File: src/rtl/mux_pkg.sv
// Shared constants and helpers for the mux_arb_nw selector and its arbiter.
//   MODE_FIXED / MODE_RR : values for the MODE parameter of mux_arb_nw
//   idx_width()          : width of a channel index for a given channel count
package mux_pkg;

    localparam int unsigned MODE_FIXED = 0;
    localparam int unsigned MODE_RR    = 1;

    // Channel index width; never below one bit so a 1-wide port always exists.
    function automatic int unsigned idx_width(input int unsigned n);
        return (n < 2) ? 1 : $clog2(n);
    endfunction

endpackage

File: src/rtl/rr_arbiter.sv
// Combinational round-robin arbiter: rotate the request vector so the
// channel at ptr sits at bit 0, pick the lowest set bit, rotate back.
// Ports:
//   req       in   CHANNELS  request per channel
//   ptr       in   IDX_W     highest-priority channel (must be < CHANNELS)
//   grant     out  CHANNELS  one-hot grant, zero when no request
//   grant_idx out  IDX_W     encoded grant, zero when no request
module rr_arbiter
    import mux_pkg::*;
#(
    parameter  int unsigned CHANNELS = 4,
    localparam int unsigned IDX_W    = idx_width(CHANNELS)
) (
    input  logic [CHANNELS-1:0] req,
    input  logic [IDX_W-1:0]    ptr,
    output logic [CHANNELS-1:0] grant,
    output logic [IDX_W-1:0]    grant_idx
);

    logic [2*CHANNELS-1:0] dbl_c;
    logic [CHANNELS-1:0]   rot_c;
    logic [IDX_W-1:0]      pos_c;
    logic [IDX_W:0]        sum_c;
    logic                  any_c;

    // Doubling the vector makes the right shift a rotate for any ptr < CHANNELS,
    // including non-power-of-two channel counts.
    always_comb begin
        dbl_c     = {req, req} >> ptr;
        rot_c     = dbl_c[CHANNELS-1:0];
        pos_c     = '0;
        any_c     = 1'b0;
        grant     = '0;
        grant_idx = '0;
        // Downward scan so the lowest rotated position wins.
        for (int i = CHANNELS - 1; i >= 0; i--) begin
            if (rot_c[i]) begin
                pos_c = IDX_W'(i);
                any_c = 1'b1;
            end
        end
        // Rotate back: (ptr + pos) mod CHANNELS without a divider.
        sum_c = {1'b0, ptr} + {1'b0, pos_c};
        if (sum_c >= (IDX_W+1)'(CHANNELS)) begin
            sum_c = sum_c - (IDX_W+1)'(CHANNELS);
        end
        if (any_c) begin
            grant_idx        = sum_c[IDX_W-1:0];
            grant[grant_idx] = 1'b1;
        end
    end

endmodule

File: src/rtl/mux_arb_nw.sv
// N-channel registered selector with valid/ready on every input and the
// output. Winner chosen by sel (MODE_FIXED) or round-robin over valid
// channels (MODE_RR), then held in a one-entry output register.
// Ports:
//   clk, rst   clock, asynchronous active-high reset
//   in_data    CHANNELS*WIDTH, channel i at [i*WIDTH +: WIDTH]
//   in_valid   per-channel valid
//   in_ready   per-channel ready (combinational from state and inputs)
//   sel        channel select, fixed mode only
//   out_data   registered winner data
//   out_chan   index of the channel held in the output register
//   out_valid  output register occupied
//   out_ready  consumer accepts out_data this cycle
module mux_arb_nw
    import mux_pkg::*;
#(
    parameter int unsigned WIDTH    = 32,
    parameter int unsigned CHANNELS = 4,
    parameter int unsigned MODE     = MODE_FIXED,
    parameter int unsigned SEL_W    = idx_width(CHANNELS)
) (
    input  logic                      clk,
    input  logic                      rst,
    input  logic [CHANNELS*WIDTH-1:0] in_data,
    input  logic [CHANNELS-1:0]       in_valid,
    output logic [CHANNELS-1:0]       in_ready,
    input  logic [SEL_W-1:0]          sel,
    output logic [WIDTH-1:0]          out_data,
    output logic [SEL_W-1:0]          out_chan,
    output logic                      out_valid,
    input  logic                      out_ready
);

    logic [SEL_W-1:0]    ptr;
    logic [CHANNELS-1:0] rr_grant_c;
    logic [SEL_W-1:0]    rr_idx_c;
    logic [CHANNELS-1:0] grant_c;
    logic [SEL_W-1:0]    win_idx_c;
    logic [WIDTH-1:0]    win_data_c;
    logic                load_en_c;
    logic                xfer_c;

    rr_arbiter #(
        .CHANNELS (CHANNELS)
    ) u_rr_arbiter (
        .req       (in_valid),
        .ptr       (ptr),
        .grant     (rr_grant_c),
        .grant_idx (rr_idx_c)
    );

    // Grant selection; an out-of-range sel grants nothing.
    always_comb begin
        grant_c   = '0;
        win_idx_c = '0;
        if (MODE == MODE_RR) begin
            grant_c   = rr_grant_c;
            win_idx_c = rr_idx_c;
        end else begin
            win_idx_c = sel;
            if (32'(sel) < CHANNELS) begin
                grant_c[sel] = 1'b1;
            end
        end
    end

    // Data mux driven by the one-hot grant.
    always_comb begin
        win_data_c = '0;
        for (int unsigned i = 0; i < CHANNELS; i++) begin
            if (grant_c[i]) begin
                win_data_c = in_data[i*WIDTH +: WIDTH];
            end
        end
    end

    assign load_en_c = !out_valid || out_ready;
    // Ready is forced low during reset since out_valid=0 would otherwise open load_en.
    assign in_ready  = rst ? '0 : ({CHANNELS{load_en_c}} & grant_c);
    assign xfer_c    = |(in_valid & in_ready);

    // Output stage and round-robin pointer.
    always_ff @(posedge clk or posedge rst) begin
        if (rst) begin
            out_data  <= '0;
            out_chan  <= '0;
            out_valid <= 1'b0;
            ptr       <= '0;
        end else begin
            if (xfer_c) begin
                out_data  <= win_data_c;
                out_chan  <= win_idx_c;
                out_valid <= 1'b1;
            end else if (out_ready) begin
                out_valid <= 1'b0;
            end
            if (MODE == MODE_RR && xfer_c) begin
                ptr <= (win_idx_c == SEL_W'(CHANNELS - 1)) ? '0 : win_idx_c + SEL_W'(1);
            end
        end
    end

endmodule

File: config.mk
export PLATFORM = sky130hd
export DESIGN_NAME = mux_arb_nw
export DESIGN_NICKNAME = d
export VERILOG_FILES = /design/src/rtl/mux_pkg.sv /design/src/rtl/rr_arbiter.sv /design/src/rtl/mux_arb_nw.sv
export SDC_FILE = /design/constraint.sdc
export NUM_CORES = 1
export LEC_CHECK = 0
export BUFFER_PORTS_ARGS = -buffer_cell sky130_fd_sc_hd__buf_2
export CELL_PAD_IN_SITES_DETAIL_PLACEMENT = 0
export CELL_PAD_IN_SITES_GLOBAL_PLACEMENT = 1
export CORE_MARGIN = 8
export CORE_UTILIZATION = 33
export DETAILED_ROUTE_END_ITERATION = 12
export GPL_TIMING_DRIVEN = 0
export MAX_ROUTING_LAYER = met4
export PLACE_DENSITY = 0.95
export SYNTH_ARGS = -nofsm -noshare
export SYNTH_HDL_FRONTEND = slang
export SYNTH_SLANG_ARGS = --single-unit
export TNS_END_PERCENT = 100
File: constraint.sdc
create_clock -name clk -period 3.9 [get_ports clk]
set_clock_uncertainty 0.05 [all_clocks]
set_input_delay 0.78 -clock clk [delete_from_list [all_inputs] [get_ports clk]]
set_output_delay 0.78 -clock clk [all_outputs]
set_load 0.01 [all_outputs]
# After elaboration in Yosys (flattened, before gate mapping)
# Index checks and enable logic that the tools add are counted.
# Widths: inputs -> output; s select.
[op_classes] reduce_logical=5 muxes=9 bitwise=2 magnitude_cmp=2
[op_table] operator="$mux 32" n=4
[op_table] operator="$and 4x4->4" n=2
[op_table] operator="$mux 4" n=1
[op_table] operator="$reduce_or 4->1" n=1
[op_table] operator="$lt 2x3->1 const B" n=1
[op_table] operator="$mux 1" n=3
[op_table] operator="$demux 1 s2" n=1
[op_table] operator="$ge 2x1->1 const B" n=1
[op_table] operator="$reduce_bool 2->1" n=1
[op_table] operator="$logic_and 1x1->1" n=1
[op_table] operator="$logic_not 1->1" n=1
[op_table] operator="$logic_or 1x1->1" n=1
[word_totals] word_cells=21 reg_bits=35 input_bits=137 output_inout_bits=39

# Longest topological paths before layout
# Gate-level depths: netlist (run 1).
[logic_depth] ltp_word=9 depth_mapped=5 mapped_depth_nobuf=3

# Worst setup path after synthesis (run 1)
# Ideal clock, no wire load.
[synth_timing] path_kind="input -> output" start="input port rst" end="output port in_ready[0]" n_path_buf=0 t_arrival_ns=2.157 slack_ns=0.913 path_stages=3 t_required_ns=3.070 cell_sequence="inv_1 -> nand2_1 -> nor3_1"
[synth_between] elab_chain_len=1
[synth_rtl] element="start, declared" line_no="mux_arb_nw.sv:23" source="input logic rst,"
[synth_rtl] element="$mux 4" line_no="mux_arb_nw.sv:79" source="assign in_ready = rst ? '0 : ({CHANNELS{load_en_c}} & grant_c);"
[synth_rtl] element="end, declared" line_no="mux_arb_nw.sv:26" source="output logic [CHANNELS-1:0] in_ready,"
# Every way passes these cells.

# Final worst setup path (run 1)
[layout_timing] start="input port rst" end="output port in_ready[3]"
# Same word-level chain as after synthesis.

==> results.yml, run 1 <==
floorplanning:
  die_w_um: 100.9
  initial_core_util_pct: 33.51
  design.core.area_um2: 7098
  die_y_um: 100.9
  die-area_um2: 10180
  std_cell_rows: 31
  ioPinCount: 176
timing:
  period_minus_slack_ns: 2.913
  setup_total_negative_slack_ns: 0
  finalCritPeriodShare_pct: 74.69
  fmaxAchievable_mhz: 343.3
  hold_viol: 0
  relSlewSlack_pct: 44.71
  timing.final.setup_violations: 0
  rsz0062_at_grt: "false"
  maxSlewViolCount: 0
  max_slew.worst_pin.slew_ns: 0.8282
clock_network:
  cts_hold_repair.buffers: 0
  htreeDepth: 2
  inserted_clock_buffers: 5
  max_buffers_root_to_sink: 2
  clock_pin_slew_on_the_worst_setup_and_hold_paths_ns: 0.07
  insertion_delay_ns: 0.28
  cts_repair_resize_count: 0
  post-cts-setup-buffers: 0
  cts-root-buf: "clkbuf_8"
  cts.sink_count: 35
  tritoncts: "built"
setup_path:
  r2r.worst_path.cells: 4
  timing.rr.end: "out_data[8]"
  worst-endpoint-required_ns: 3.07
  regToRegStartpoint: "out_valid"
  cp-start-kind: "primary input"
  ff2ff_setup_slack_ns: 2.32
  worst-endpoint-arrival_ns: 2.08
  critical_path.max_fanout: 39
  critPathCaptureType: "primary output"
  worstSetupStartpoint: "rst"
  worst_setup_path_endpoint: "in_ready[3]"
  worstSetupPathType: "primary input to primary output"
min_path:
  hold_path_class: "register to register"
synth:
  syn-instance-count: 133
  synth_sequential_area_ratio_pct: 36.82
  ys_seq_elements: 35
  postSynthAreaPerCell_um2: 17.88
  yosysUniqueCellTypes: 19
  synth_warnings: 0
  syn_area_um2: 2379
  synth_fp_nets: 270
global_route:
  grt_usage_pct: 15.70
  vias_in_the_first_global_route: 2424
  number_of_antenna_violations_at_the_first_check_in_global_routing: 0
  grt_pass1_wl_um: 12140
  grt_overflow: 0
  pin_count_of_the_biggest_net_entering_global_routing: 40
cells_and_area:
  flow.area_growth_from_synthesis_pct: 46.98
  layout.cells.most_common: "buf_2"
  layout.nets: 452
  mostFrequentLayoutCells: "buf_2 (177), dfrtp_1 (35), mux2_4 (29)"
  drive_gt1_share_pct: 81.01
  insertedDiodeCount: 0
  finish.instance_area_um2: 3496
power_and_ir_drop:
  fin_total_pwr_mw: 1.386
  total_leakage_power_nw: 1.800
  max-vdd-ir-drop_v: 0.0001814
  power.density_cell_area_nw_per_um2: 396.4
routing:
  route.detailed.vias_per_inst: 4.848
  drt_first_iter_violations: 49
  drt.antenna.violating_nets: 0
  wire_length_reported_by_the_detailed_router_um: 7712
  via_count: 2012
  drt_pre_antenna_iters: 4
  drt-wirelength-per-cell_um: 18.58
  remaining_drc_errors: 0
placed_design:
  place.port_buffers: 175
  place.detailed.hpwl_um: 6509
  gp_congestion: 0.8564
  dpl-instance-area_um2: 3378
run:
  drv.max_cap_violation_count: 0
status:
  outcome: "finished clean"
sequential cells by signal (all words and copies together) (netlist names):
register   count
out_valid      1
out_data      32
out_chan       2
metal layers:
metal / GRT usage (%) / up-vias / routed length (µm)
li1: - / 906 / -
met1: 17.17 / 987 / 2847
met4: 4.467 / 0 / 88
met3: 3.591 / 6 / 641
met5: - / - / 0
met2: 27.87 / 113 / 4135
power by group:
group,switching (mW),internal (mW)
Sequential,0.0559,0.464
Combinational,0.210,0.319
Clock,0.130,0.207
critical path, stage by stage:
cell and delay [ns]:
buf_2 0.12, inv_2 0.60, nand2_1 0.23, nor3_1 0.19
buf_2 0.16
stage by stage:
| stage | hold WS, ns | worst slack [ns] | instances | util [%] |
|---|---|---|---|---|
| after floorplan | 0.5000 | 0.9128 | 133 | - |
| after global placement | 0.4373 | 0.4027 | 407 | 47.59 |
| after detailed placement | 0.4393 | 0.9356 | 407 | 47.59 |
| after CTS | 0.4611 | 0.9342 | 415 | 49.25 |
| after global routing | 0.4691 | 0.7010 | 415 | 49.25 |
| final | 0.4566 | 0.9869 | 415 | 49.25 |
cell type report:
type / instances / area (µm²)
fill: 668 / 3602
multi-input combinational: 84 / 1369
clock buffer: 6 / 82.58
timing repair buffer: 175 / 875.8
tap: 99 / 123.9
clock inverter: 2 / 35.03
inverter: 3 / 11.26
sequential: 35 / 875.8
buffer: 11 / 122.6
cell usage after synthesis, drive strengths merged:
library cell	instances	area, µm²
mux2i	2	20.02
nand3	1	17.52
o31ai	2	15.01
dfrtp	35	875.8
nor3	4	20.02
clkbuf	2	7.510
o21ai	2	10.01
nor2b	1	6.260
inv	3	11.26
a31oi	2	12.51
buf	9	115.1
nand2	2	7.510
mux2	34	491.7
mux4	33	762.0
nand2b	1	6.260
cells by family after synthesis:
kind of cell,after synthesis,synth area share [%]
compound gates,6,1.578
mux,69,53.55
buf+inv,14,5.629
simple gates,9,2.420
flops,35,36.82
worst min path at each step:
| stage | startpoint | to | depth (start not counted) |
|---|---|---|---|
| 2_1_floorplan | out_data[22] | out_data[22] | 1 |
| 3_3_place_gp | out_data[1] | out_data[1] | 1 |
| 3_5_place_dp | out_data[21] | out_data[21] | 1 |
| 4_1_cts | out_data[5] | out_data[5] | 1 |
| 5_1_grt | out_data[22] | out_data[22] | 1 |
| 6_report | out_data[22] | out_data[22] | 1 |
Note: power is estimated with default switching activity, not from simulation.
==> run 2: changes to the inputs <==
CORE_UTILIZATION = 31   (was 33)
PLACE_DENSITY = 0.9   (was 0.95)
clock period = 2.7 ns   (was 3.9 ns; I/O delays follow)
==> results.yml, run 2 (synthesized netlist as in run 1, its figures left out) <==
status:
  outcome: "finished clean"
power_and_ir_drop:
  total_leakage_power_nw: 1.775
  power.density_cell_area_nw_per_um2: 536.9
  max-vdd-ir-drop_v: 0.0001990
cells_and_area:
  top_register_by_number_of_flip_flops: "out_data"
  drive_gt1_share_pct: 80.57
  mostFrequentLayoutCells: "buf_2 (177), dfrtp_1 (35), mux2_4 (29)"
  insertedDiodeCount: 0
  layout.cells.most_common: "buf_2"
  finish.instance_area_um2: 3456
  layout.cells.non_filler: 416
  largest_registers_in_the_final_layout: "out_data: 32 flops, out_chan: 2 flops, out_valid: 1 flops"
  layout.nets: 452
  largest_reg_flops: 32
  flow.area_growth_from_synthesis_pct: 45.29
routing:
  wire_length_reported_by_the_detailed_router_um: 7641
  route.detailed.vias_per_inst: 4.815
  drt_pre_antenna_iters: 4
  via_count: 2003
  remaining_drc_errors: 0
  drt-wirelength-per-cell_um: 18.37
  drt.antenna.violating_nets: 0
  drt_first_iter_violations: 51
setup_path:
  cpMaxStageDelayCell: "clkinv_2"
  cp_num_buf_inv: 3
  critical_path.max_fanout: 39
  crit_path_max_delay_family: "buffers and inverters"
  worstSetupPathType: "primary input to primary output"
  worst-endpoint-required_ns: 2.11
  cp-start-kind: "primary input"
  timing.critical_path.mode_cell: "buf_2"
  cell_breakdown_of_the_critical_path: "buf_2 > clkinv_2 > nand2_1 > nor3_1 > buf_2"
  critPathCaptureType: "primary output"
  max_stage_delay_ns: 0.53
  worst-endpoint-arrival_ns: 1.76
timing:
  worst_hold_slack_ns: 0.3050
  fmaxAchievable_mhz: 425.9
  finalCritPeriodShare_pct: 86.97
  timing.final.setup_violations: 0
  maxSlewViolCount: 0
  setup_total_negative_slack_ns: 0
  rsz0062_at_grt: "false"
  max_slew.worst_pin.slew_ns: 0.6921
  relSlewSlack_pct: 53.80
  period_minus_slack_ns: 2.348
  hold_viol: 0
floorplanning:
  ioPinCount: 176
  initial_core_util_pct: 31.43
  design.core.area_um2: 7567
  die_y_um: 103.6
  die_w_um: 103.6
  std_cell_rows: 32
  die-area_um2: 10730
placed_design:
  place.detailed.hpwl_um: 6472
  dpl-instance-area_um2: 3382
  gp_congestion: 0.7641
  place.port_buffers: 175
  place_inst: 410
global_route:
  pin_count_of_the_biggest_net_entering_global_routing: 40
  number_of_antenna_violations_at_the_first_check_in_global_routing: 0
  met1_usage_in_global_routing_pct: 15.60
  grt_pass1_wl_um: 12580
  groute.layer.met3.usage_pct: 4.213
  grt.met2_usage_pct: 27.18
  grt_usage_pct: 14.97
  grt_overflow: 0
  global_route.peak_usage_layer: "met2"
  vias_in_the_first_global_route: 2462
clock_network:
  htreeDepth: 2
  insertion_delay_ns: 0.28
  tritoncts: "built"
  cts-root-buf: "clkbuf_8"
  post-cts-setup-buffers: 0
  cts.sink_count: 35
  clock_pin_slew_on_the_worst_setup_and_hold_paths_ns: 0.07
  cts_hold_repair.buffers: 0
  max_buffers_root_to_sink: 2
  inserted_clock_buffers: 5
run:
  drv.max_cap_violation_count: 0
min_path:
  hold_path_class: "primary input to async pin"
## run 2: cell types whose count changed in the layout (fill, tap and decap cells not counted)
cell       before  now
inv_2           1    0
clkbuf_8        6    5
bufinv_16       1    0
clkbuf_1        2    3
## run 2: timing repair
action	in CTS	in global routing
gates resized for setup	0	1
hold endpoints to repair	0	0
endpoints found under the setup margin	0	1
## run 2: power by group
part	switching, mW	leakage, nW	internal, mW	total (mW)
sequential	0.0822	0.409	0.671	0.753
combinational	0.297	1.33	0.460	0.757
clock	0.174	0.0371	0.172	0.346
total	0.553	1.78	1.30	1.86
## run 2: worst paths after layout
kind	start	slack [ns]	endpoint	cells past startpoint
min reg2reg	out_data[11]	0.46	out_data[11]	1
min in group clk	out_data[11]	0.46	out_data[11]	1
min	rst	0.31	out_chan[1]	2
max in group asynchronous	rst	1.86	out_data[0]	2
max reg2reg	out_valid	1.16	out_data[5]	4
max	rst	0.35	in_ready[3]	5
## run 2: through the flow
stage	utilization (%)	worst slack, ns	total power [mW]
after floorplan	-	0.1928	1.207
after CTS	45.65	0.1838	1.890
final	45.67	0.3519	1.855
after global placement	44.69	-0.3086	1.510
after global routing	45.67	0.1109	1.982
after detailed placement	44.69	0.1935	1.531
## run 2: area by class of cell
type                       instances  area, µm²
clock buffer                       6      72.57
tap                              102      127.6
sequential                        35      875.8
fill                             693       4111
inverter                           3      12.51
buffer                            11      122.6
timing repair buffer             175      875.8
multi-input combinational         84       1369
## run 2: routing by layer
| metal | wire (µm) | part of all wire, % | up-vias |
|---|---|---|---|
| met3 | 500 | 6.5 | 4 |
| met4 | 61 | 0.80 | 0 |
| met5 | 0 | 0 | - |
| li1 | - | - | 911 |
| met1 | 2930 | 38 | 983 |
| met2 | 4148 | 54 | 105 |
